`src/rtl/pll_lock_sequencer.sv`:
```
// PLL supervisor: holds the PLL in reset, waits for a debounced lock, then releases per-domain
// resets one by one. Optional macro PLL_SEQ_LOSS_FILTER_EN filters short lock drops in RELEASE/RUN.
module pll_lock_sequencer #(
  parameter int unsigned NUM_CH           = 4,
  parameter int unsigned PLL_RST_CYC      = 16,
  parameter int unsigned LOCK_STABLE_CYC  = 1024,
  parameter int unsigned LOCK_TIMEOUT_CYC = 1048576,
  parameter int unsigned STAGE_GAP_CYC    = 64,
  parameter int unsigned LOSS_FILTER_CYC  = 8
) (
  input  logic              clk_in,
  input  logic              rst,
  input  logic              pll_locked_raw,
  output logic              pll_reset,
  output logic [NUM_CH-1:0] ch_reset,
  output logic              ready,
  output logic [7:0]        lock_loss_count,
  output logic [1:0]        seq_state
);

  localparam int RstW  = $clog2(PLL_RST_CYC + 1);
  localparam int TmoW  = $clog2(LOCK_TIMEOUT_CYC + 1);
  localparam int StabW = $clog2(LOCK_STABLE_CYC + 1);
  localparam int GapW  = $clog2(STAGE_GAP_CYC + 1);

  typedef enum logic [1:0] {
    StPllRst   = 2'd0,
    StWaitLock = 2'd1,
    StRelease  = 2'd2,
    StRun      = 2'd3
  } state_e;

  state_e            state_q, state_d;
  logic [RstW-1:0]   rst_cnt_q, rst_cnt_d;
  logic [TmoW-1:0]   tmo_q, tmo_d;
  logic [StabW-1:0]  stab_q, stab_d;
  logic [GapW-1:0]   gap_q, gap_d;
  logic              pll_reset_q, pll_reset_d;
  logic [NUM_CH-1:0] ch_reset_q, ch_reset_d;
  logic              ready_q, ready_d;
  logic [7:0]        loss_q, loss_d;
  logic              sync1_q, lock_s_q;
  logic              loss_event;

`ifdef PLL_SEQ_LOSS_FILTER_EN
  localparam int FltW = $clog2(LOSS_FILTER_CYC + 1);
  logic [FltW-1:0] flt_q, flt_d;

  always_ff @(posedge clk_in or posedge rst) begin
    if (rst) flt_q <= '0;
    else     flt_q <= flt_d;
  end

  // Loss only after LOSS_FILTER_CYC consecutive low samples while released.
  always_comb begin
    loss_event = !lock_s_q && (flt_q == FltW'(LOSS_FILTER_CYC - 1));
    flt_d      = '0;
    if ((state_q == StRelease || state_q == StRun) && !lock_s_q && !loss_event) begin
      flt_d = flt_q + FltW'(1);
    end
  end
`else
  logic unused_filter_cfg;
  assign unused_filter_cfg = ^LOSS_FILTER_CYC;
  assign loss_event        = !lock_s_q;
`endif

  always_ff @(posedge clk_in or posedge rst) begin
    if (rst) begin
      sync1_q  <= 1'b0;
      lock_s_q <= 1'b0;
    end else begin
      sync1_q  <= pll_locked_raw;
      lock_s_q <= sync1_q;
    end
  end

  always_ff @(posedge clk_in or posedge rst) begin
    if (rst) begin
      state_q     <= StPllRst;
      rst_cnt_q   <= '0;
      tmo_q       <= '0;
      stab_q      <= '0;
      gap_q       <= '0;
      pll_reset_q <= 1'b1;
      ch_reset_q  <= '1;
      ready_q     <= 1'b0;
      loss_q      <= '0;
    end else begin
      state_q     <= state_d;
      rst_cnt_q   <= rst_cnt_d;
      tmo_q       <= tmo_d;
      stab_q      <= stab_d;
      gap_q       <= gap_d;
      pll_reset_q <= pll_reset_d;
      ch_reset_q  <= ch_reset_d;
      ready_q     <= ready_d;
      loss_q      <= loss_d;
    end
  end

  always_comb begin
    state_d     = state_q;
    rst_cnt_d   = rst_cnt_q;
    tmo_d       = tmo_q;
    stab_d      = stab_q;
    gap_d       = gap_q;
    pll_reset_d = pll_reset_q;
    ch_reset_d  = ch_reset_q;
    ready_d     = ready_q;
    loss_d      = loss_q;
    unique case (state_q)
      StPllRst: begin
        if (rst_cnt_q == RstW'(PLL_RST_CYC - 1)) begin
          state_d     = StWaitLock;
          rst_cnt_d   = '0;
          pll_reset_d = 1'b0;
          tmo_d       = '0;
          stab_d      = '0;
        end else begin
          rst_cnt_d = rst_cnt_q + RstW'(1);
        end
      end
      StWaitLock: begin
        tmo_d  = tmo_q + TmoW'(1);
        stab_d = lock_s_q ? stab_q + StabW'(1) : '0;
        // Stable completion beats timeout when both land on the same cycle.
        if (lock_s_q && stab_q == StabW'(LOCK_STABLE_CYC - 1)) begin
          ch_reset_d = ch_reset_q << 1;
          gap_d      = '0;
          tmo_d      = '0;
          stab_d     = '0;
          if (ch_reset_d == '0) begin
            state_d = StRun;
            ready_d = 1'b1;
          end else begin
            state_d = StRelease;
          end
        end else if (tmo_q == TmoW'(LOCK_TIMEOUT_CYC - 1)) begin
          state_d     = StPllRst;
          pll_reset_d = 1'b1;
          rst_cnt_d   = '0;
          tmo_d       = '0;
          stab_d      = '0;
        end
      end
      StRelease, StRun: begin
        if (loss_event) begin
          state_d    = StWaitLock;
          ch_reset_d = '1;
          ready_d    = 1'b0;
          tmo_d      = '0;
          stab_d     = '0;
          gap_d      = '0;
          if (loss_q != 8'hFF) loss_d = loss_q + 8'd1;
        end else if (state_q == StRelease) begin
          // Shifting a zero in from bit 0 clears channels in ascending order.
          if (gap_q == GapW'(STAGE_GAP_CYC - 1)) begin
            gap_d      = '0;
            ch_reset_d = ch_reset_q << 1;
            if (ch_reset_d == '0) begin
              state_d = StRun;
              ready_d = 1'b1;
            end
          end else begin
            gap_d = gap_q + GapW'(1);
          end
        end
      end
      default: state_d = StPllRst;
    endcase
  end

  assign pll_reset       = pll_reset_q;
  assign ch_reset        = ch_reset_q;
  assign ready           = ready_q;
  assign lock_loss_count = loss_q;
  assign seq_state       = state_q;

endmodule
```
`config.mk`:
```
export PLATFORM = sky130hd
export DESIGN_NAME = pll_lock_sequencer
export DESIGN_NICKNAME = d
export VERILOG_FILES = /design/src/rtl/pll_lock_sequencer.sv
export SDC_FILE = /design/constraint.sdc
export NUM_CORES = 1
export LEC_CHECK = 0
export ABC_AREA = 1
export CELL_PAD_IN_SITES_DETAIL_PLACEMENT = 0
export CELL_PAD_IN_SITES_GLOBAL_PLACEMENT = 2
export CORE_ASPECT_RATIO = 1.25
export CORE_MARGIN = 4
export CORE_UTILIZATION = 29
export DETAILED_ROUTE_END_ITERATION = 10
export PLACE_DENSITY = 0.79
export RECOVER_POWER = 100
export SLEW_MARGIN = 10
export SYNTH_ARGS = -nofsm -noshare
export SYNTH_HDL_FRONTEND = slang
export SYNTH_SLANG_ARGS = --single-unit
```
`constraint.sdc`:
```
create_clock -name clk_in -period 1.9 [get_ports clk_in]
set_clock_uncertainty 0.1 [all_clocks]
set_input_delay 0.285 -clock clk_in [delete_from_list [all_inputs] [get_ports clk_in]]
set_output_delay 0.285 -clock clk_in [all_outputs]
set_load 0.02 [all_outputs]
```
==> results of run 1 <==
## metal layers
| metal | part of all wire | up-vias | wire length (um) |
|---|---|---|---|
| li1 | - | 1599 | - |
| met1 | 0.46 | 1444 | 4010 |
| met2 | 0.50 | 31 | 4400 |
| met3 | 0.023 | 10 | 200 |
| met4 | 0.013 | 0 | 117 |
| met5 | 0 | - | 0 |
## worst paths after layout
| check | start | endpoint | slack (ns) | cells past startpoint |
|---|---|---|---|---|
| max | pll_reset$_DFFE_PP1P_ | pll_reset | 0.07 | 1 |
| min | sync1_q$_DFF_PP0_ | lock_s_q$_DFF_PP0_ | 0.25 | 0 |
| max reg2reg | stab_q[0]$_DFFE_PP0P_ | stab_q[9]$_DFFE_PP0P_ | 0.15 | 10 |
| min reg2reg | sync1_q$_DFF_PP0_ | lock_s_q$_DFF_PP0_ | 0.25 | 0 |
| max in group asynchronous | rst | ch_reset[0]$_DFFE_PP1P_ | 0.28 | 3 |
| min in group asynchronous | rst | lock_loss_count[7]$_DFFE_PP0P_ | 0.47 | 2 |
## power by group through the flow
stage | clock network (mW) | registers (mW) | logic (mW)
2_1_floorplan | 0 | 1.36 | 0.0362
3_3_place_gp | 0 | 1.36 | 0.0676
3_5_place_dp | 0 | 1.36 | 0.0680
4_1_cts | 1.82 | 1.33 | 0.0694
5_1_grt | 1.89 | 1.33 | 0.0731
6_report | 1.77 | 1.33 | 0.0607
## area by class of cell
cell class                      count  area share
Tap cell                          164      0.0458
Clock inverter                      4      0.0156
Multi-Input combinational cell    352       0.410
Clock buffer                       12      0.0550
Timing Repair Buffer               41      0.0790
Sequential cell                    62       0.348
Inverter                           56      0.0472
## cell families (layout without fill, tap and decap cells)
kind of cell	after synthesis	in the layout	synth area share
flops	62	62	0.433
simple gates	284	285	0.363
buf+inv	62	113	0.0695
compound gates	42	42	0.0685
xor+xnor	20	20	0.0487
fa+ha+maj	5	5	0.0174
## synth_stat cells, types with 2 or more instances
| cell | number |
|---|---|
| a21oi_1 | 6 |
| a31oi_1 | 2 |
| buf_2 | 2 |
| buf_4 | 2 |
| dfrtp_1 | 57 |
| dfstp_2 | 5 |
| ha_1 | 5 |
| inv_1 | 52 |
| inv_2 | 4 |
| nand2_1 | 142 |
| nand2_2 | 6 |
| nand2_4 | 3 |
| nand3_1 | 34 |
| nand3b_1 | 2 |
| nand4_1 | 11 |
| nor2_1 | 59 |
| nor2_2 | 11 |
| nor2_4 | 3 |
| nor2_8 | 3 |
| nor3_1 | 3 |
| nor3b_1 | 2 |
| o21ai_0 | 18 |
| o21ai_1 | 7 |
| o21ai_2 | 5 |
| or2_2 | 4 |
| xnor2_1 | 6 |
| xor2_1 | 14 |
## worst register-to-register path: stages (launching register included)
cell and delay, ns:
dfrtp_1 0.39, ha_1 0.21, nand2_1 0.11, nor2_2 0.05, nand2_2 0.15, nor2_8 0.06
nor2_4 0.12, nand2_4 0.12, nor2_4 0.21, nand2_1 0.07, o21ai_0 0.07
## sequential cells by signal (all words and copies together) (netlist names)
| name | cells |
|---|---|
| stab_q | 11 |
| sync1_q | 1 |
| lock_loss_count | 8 |
| ready | 1 |
| pll_reset | 1 |
| tmo_q | 21 |
| lock_s_q | 1 |
| gap_q | 7 |
| seq_state | 2 |
| ch_reset | 4 |
| rst_cnt_q | 5 |
## stage by stage
| step | cell area (um^2) | util | instances | TNS [ns] |
|---|---|---|---|---|
| 6_report | 4480 | 0.369 | 691 | 0 |
| 5_1_grt | 4480 | 0.369 | 691 | -0.000991 |
| 4_1_cts | 4480 | 0.368 | 690 | 0 |
| 3_5_place_dp | 4160 | 0.342 | 674 | -0.269 |
| 3_3_place_gp | 4160 | 0.342 | 674 | 0 |
| 2_1_floorplan | 3600 | - | 475 | 0 |
## what timing repair did
action	4_1_cts	5_1_grt
endpoints found under the setup margin	14	23
pin swaps	0	1
gates resized for setup	4	11
gates cloned	0	1
==> reports/qor.csv, run 1 <==
metric;value;unit
largest_incremental_delay_on_the_critical_path;0.59;ns
critical_path_buf_inv_count;1;
detailroute.via_count;3084;
maxCapViolCount;0;
rsz0062_at_grt;yes;
synthesized_flop_and_latch_total;62;
grt_start_max_net_pins;24;
die_area;14300;um^2
power.share.combinational;0.019;
crit_fanout;2;
critPathTopFamily;buffers and inverters;
std_cell_rows;45;
path_cells;clkdlybuf4s50_1;
static-leakage-power;2.11;nW
final_cell_mix;nand2_1 (140), nor2_1 (57), dfrtp_1 (56), inv_1 (51), nand3_1 (34);
layout-area-overhead-vs-synth;24.6;%
post-route-worst-setup-slack;0.0679;ns
wire_length_of_the_first_global_routing_pass;15200;um
post-synth-top-area-fraction;0.396;
fill_cells;1331;
antenna_found_initial;0;
crit_path_start_kind;flip-flop;
routed_wl;8730;um
gr_peak_layer;met2;
netSwitchingPower;0.641;mW
slew_violations;0;
final.hold.worst_slack;0.248;ns
global_route.usage.met3;0.0317;
clockPowerShare;0.560;
antenna_violating_nets_post_route;0;
number_of_nets_in_the_layout;530;
core;12200;um^2
worstHoldPathType;flip-flop to flip-flop;
max-vdd-ir-drop;0.518;mV
route.detailed.drc;0;
flip_flop_and_latch_area;1560;um^2
via_per_inst;4.46;
seq_area_frac_synth;0.433;
first_global_vias;3138;
syn-num-nets;483;
ctsHoldBuffers;0;
place.detailed.hpwl;6530;um
maxSlewHeadroom;0.368;
fp.dieH;133;um
setup_fix_buffers_added_after_clock_tree_synthesis;0;
insertion_delay;0.32;ns
clock_tree.buffer_depth;2;
critPathKind;flip-flop to output pin;
synth_top_cells_by_area;dfrtp_1 (40%), nand2_1 (15%), nor2_1 (6.2%);
port-buffer-count;18;
synth_largest_area_cell;dfrtp_1;
tightest_slew;0.943;ns
synth-edff-count;0;
die_width;108;um
gr-usage-all-layers;0.133;
avgRoutedWirePerCell;12.6;um
synth_area_per_cell;7.58;um^2
timing.fmax;0.546;GHz
gr-usage-met2;0.225;
layout-drive-gt1-share;0.167;
clock_sink_count;62;
io_pins;19;
initial_utilization;0.296;
final_critical_path_share_of_the_clock_period;0.964;
clock_tree.htree_level_count;3;
report.final.hold_viol_count;0;
count_of_distinct_cell_types_in_the_synthesized_netlist;34;
final_setup_violations;0;
mappedNetlistArea;3600;um^2
gp_congestion;0.799;
synth-main-ff-cell;dfrtp_1;
antennaDiodeCount;0;
asyncSetResetFlopFracSynth;1.00;
drt-initial-drc-count;103;
cts_root_buffer;clkbuf_16;
timing.critical_path.to_type;output pin;
crit_path_top_delay_cell;clkdlybuf4s50_1;
internal_power;2.53;mW
cp_data_arrival_time;1.45;ns
share_seq_of_total_power;0.421;
timing.critical_path.required;1.51;ns
p_per_area;706;nW/um^2
synth.yosys.warnings;0;
syn_inst;475;
clk_transition_reported_paths;0.05;ns
report.power.total;3.17;mW
dpl_worst_slack;-0.0487;ns
drt-pass1-iter-count;4;
outcome;finished clean;
numCtsBuffers;9;
overflow;0;
power_switching_share;0.202;
area_of_the_multi_input_gates;1840;um^2
globalRouteMet1Util;0.167;
layout_commonest_cell;nand2_1;
cts_tree;done;
min_period;1.83;ns
Power figures use the tool's default switching activity.
==> run 2, diff against run 1 <==
GPL_ROUTABILITY_DRIVEN = 0   (was default)
==> results of run 2 <==
Final layout, timing and power as in run 1 (identical DEF).
==> run 3, diff against run 2 <==
CORE_UTILIZATION = 32   (was 29)
PLACE_DENSITY = 0.85   (was 0.79)
==> reports/qor.csv, run 3 (synthesized netlist as in run 1, its figures left out) <==
metric;value;unit;change
crit_path_start_kind;flip-flop;;
clock_sink_count;62;;unchanged
r2r_setup_slack;0.11;ns;-0.04 ns
antenna_found_initial;0;;unchanged
antennaDiodeCount;0;;unchanged
core;11000;um^2;-9.3%
final_cell_mix;nand2_1 (142), nor2_1 (58), dfrtp_1 (57), inv_1 (50), nand3_1 (34);;
fill_cells;1110;;-17%
path_cells;clkdlybuf4s50_1;;
rsz0062_at_grt;yes;;
drt-initial-drc-count;88;;-15%
final_critical_path_share_of_the_clock_period;0.968;;+0.00339
overflow;0;;unchanged
layout_commonest_cell;nand2_1;;
insertion_delay;0.34;ns;+0.02 ns
initial_utilization;0.326;;+0.0304
place.detailed.hpwl;6380;um;-2.3%
max-vdd-ir-drop;0.367;mV;-29%
antenna_violating_nets_post_route;0;;unchanged
clk_transition_reported_paths;0.05;ns;about the same
number_of_flip_flops_in_the_largest_register;21;;unchanged
post-route-worst-setup-slack;0.0615;ns;-0.00645 ns
tightest_slew;0.823;ns;-0.120 ns
report.final.hold_viol_count;0;;unchanged
clock_tree.buffer_depth;2;;unchanged
critPathTopFamily;buffers and inverters;;
instances_no_fill;662;;-4.2%
io_pins;19;;unchanged
final_setup_violations;0;;unchanged
final.hold.worst_slack;0.247;ns;-0.000629 ns
first_global_vias;3128;;-0.32%
routed_wl;8420;um;-3.6%
number_of_nets_in_the_layout;530;;unchanged
largest_incremental_delay_on_the_critical_path;0.59;ns;about the same
crit_fanout;2;;unchanged
detailroute.via_count;3119;;+1.1%
cts_tree;done;;
numCtsBuffers;9;;unchanged
p_per_area;699;nW/um^2;-1.0%
critical_path_buf_inv_count;1;;unchanged
std_cell_rows;43;;-4.4%
clock_tree.htree_level_count;3;;unchanged
avgRoutedWirePerCell;12.7;um;+0.63%
cp_data_arrival_time;1.45;ns;about the same
gr-usage-all-layers;0.144;;+0.0116
report.power.total;3.10;mW;-2.2%
largest-register;tmo_q;;
cts_root_buffer;clkbuf_16;;
critPathKind;flip-flop to output pin;;
wire_length_of_the_first_global_routing_pass;14700;um;-2.9%
layout-drive-gt1-share;0.165;;-0.00190
via_per_inst;4.71;;+5.6%
die_width;103;um;-4.4%
die_area;13000;um^2;-8.8%
maxSlewHeadroom;0.448;;+0.0802
min_period;1.84;ns;+0.00645 ns
crit_path_top_delay_cell;clkdlybuf4s50_1;;
grt_start_max_net_pins;22;;-8.3%
static-leakage-power;2.12;nW;+0.32%
post-place-cells;642;;-4.7%
layout-area-overhead-vs-synth;23.1;%;
outcome;finished clean;;
fp.dieH;127;um;-4.5%
fin_tns_setup;0;ns;unchanged
timing.fmax;0.544;GHz;-0.35%
timing.critical_path.required;1.51;ns;about the same
drt-pass1-iter-count;4;;unchanged
ctsHoldBuffers;0;;unchanged
port-buffer-count;18;;unchanged
slew_violations;0;;unchanged
route.detailed.drc;0;;unchanged
dpl_worst_slack;-0.0368;ns;+0.0119 ns
worstHoldPathType;flip-flop to flip-flop;;
timing.critical_path.to_type;output pin;;
maxCapViolCount;0;;unchanged
## run 3: stage by stage
stage / utilization / area, um^2
after global placement: 0.372 / 4100
final: 0.402 / 4430
after floorplan: - / 3600
after detailed placement: 0.372 / 4100
after CTS: 0.400 / 4410
after global routing: 0.402 / 4430
## run 3: cell type report
type	instances	area (um^2)	area share
clock buffers	13	270	0.0610
clock inverters	3	42.5	0.00960
inverters	56	211	0.0477
multi-input cells	352	1830	0.414
flip-flops and latches	62	1560	0.351
well taps	135	169	0.0381
repair buffers	41	348	0.0785
## run 3: final timing paths
check                                      startpoint                  endpoint  cells past startpoint
worst max-delay path            pll_reset$_DFFE_PP1P_                 pll_reset                      1
worst min-delay path                sync1_q$_DFF_PP0_        lock_s_q$_DFF_PP0_                      0
worst max register to register   tmo_q[1]$_DFFE_PP0P_  seq_state[0]$_DFFE_PP0P_                     11
worst min register to register      sync1_q$_DFF_PP0_        lock_s_q$_DFF_PP0_                      0
max in group asynchronous                         rst     pll_reset$_DFFE_PP1P_                      3
min in group asynchronous                         rst     stab_q[1]$_DFFE_PP0P_                      2
## run 3: repair_timing
action | 4_1_cts | 5_1_grt
endpoints found under the hold margin | 0 | 0
setup endpoints to repair | 14 | 29
gates cloned | 0 | 1
resized for setup | 4 | 13
pin swaps | 0 | 5
buffers inserted | 0 | 3
## run 3: layer usage
metal / wire length [um] / vias to the layer above / global-route usage
li1: - / 1601 / -
met1: 3710 / 1467 / 0.172
met2: 4280 / 39 / 0.245
met3: 272 / 12 / 0.0391
met4: 153 / 0 / 0.0564
met5: 0 / - / 0
## run 3: report_power, final
group	leakage, nW	internal, mW	switching, mW
combinational	1.14	0.0168	0.0417
clock	0.152	1.12	0.584
sequential	0.827	1.33	0.00599
total	2.12	2.47	0.632
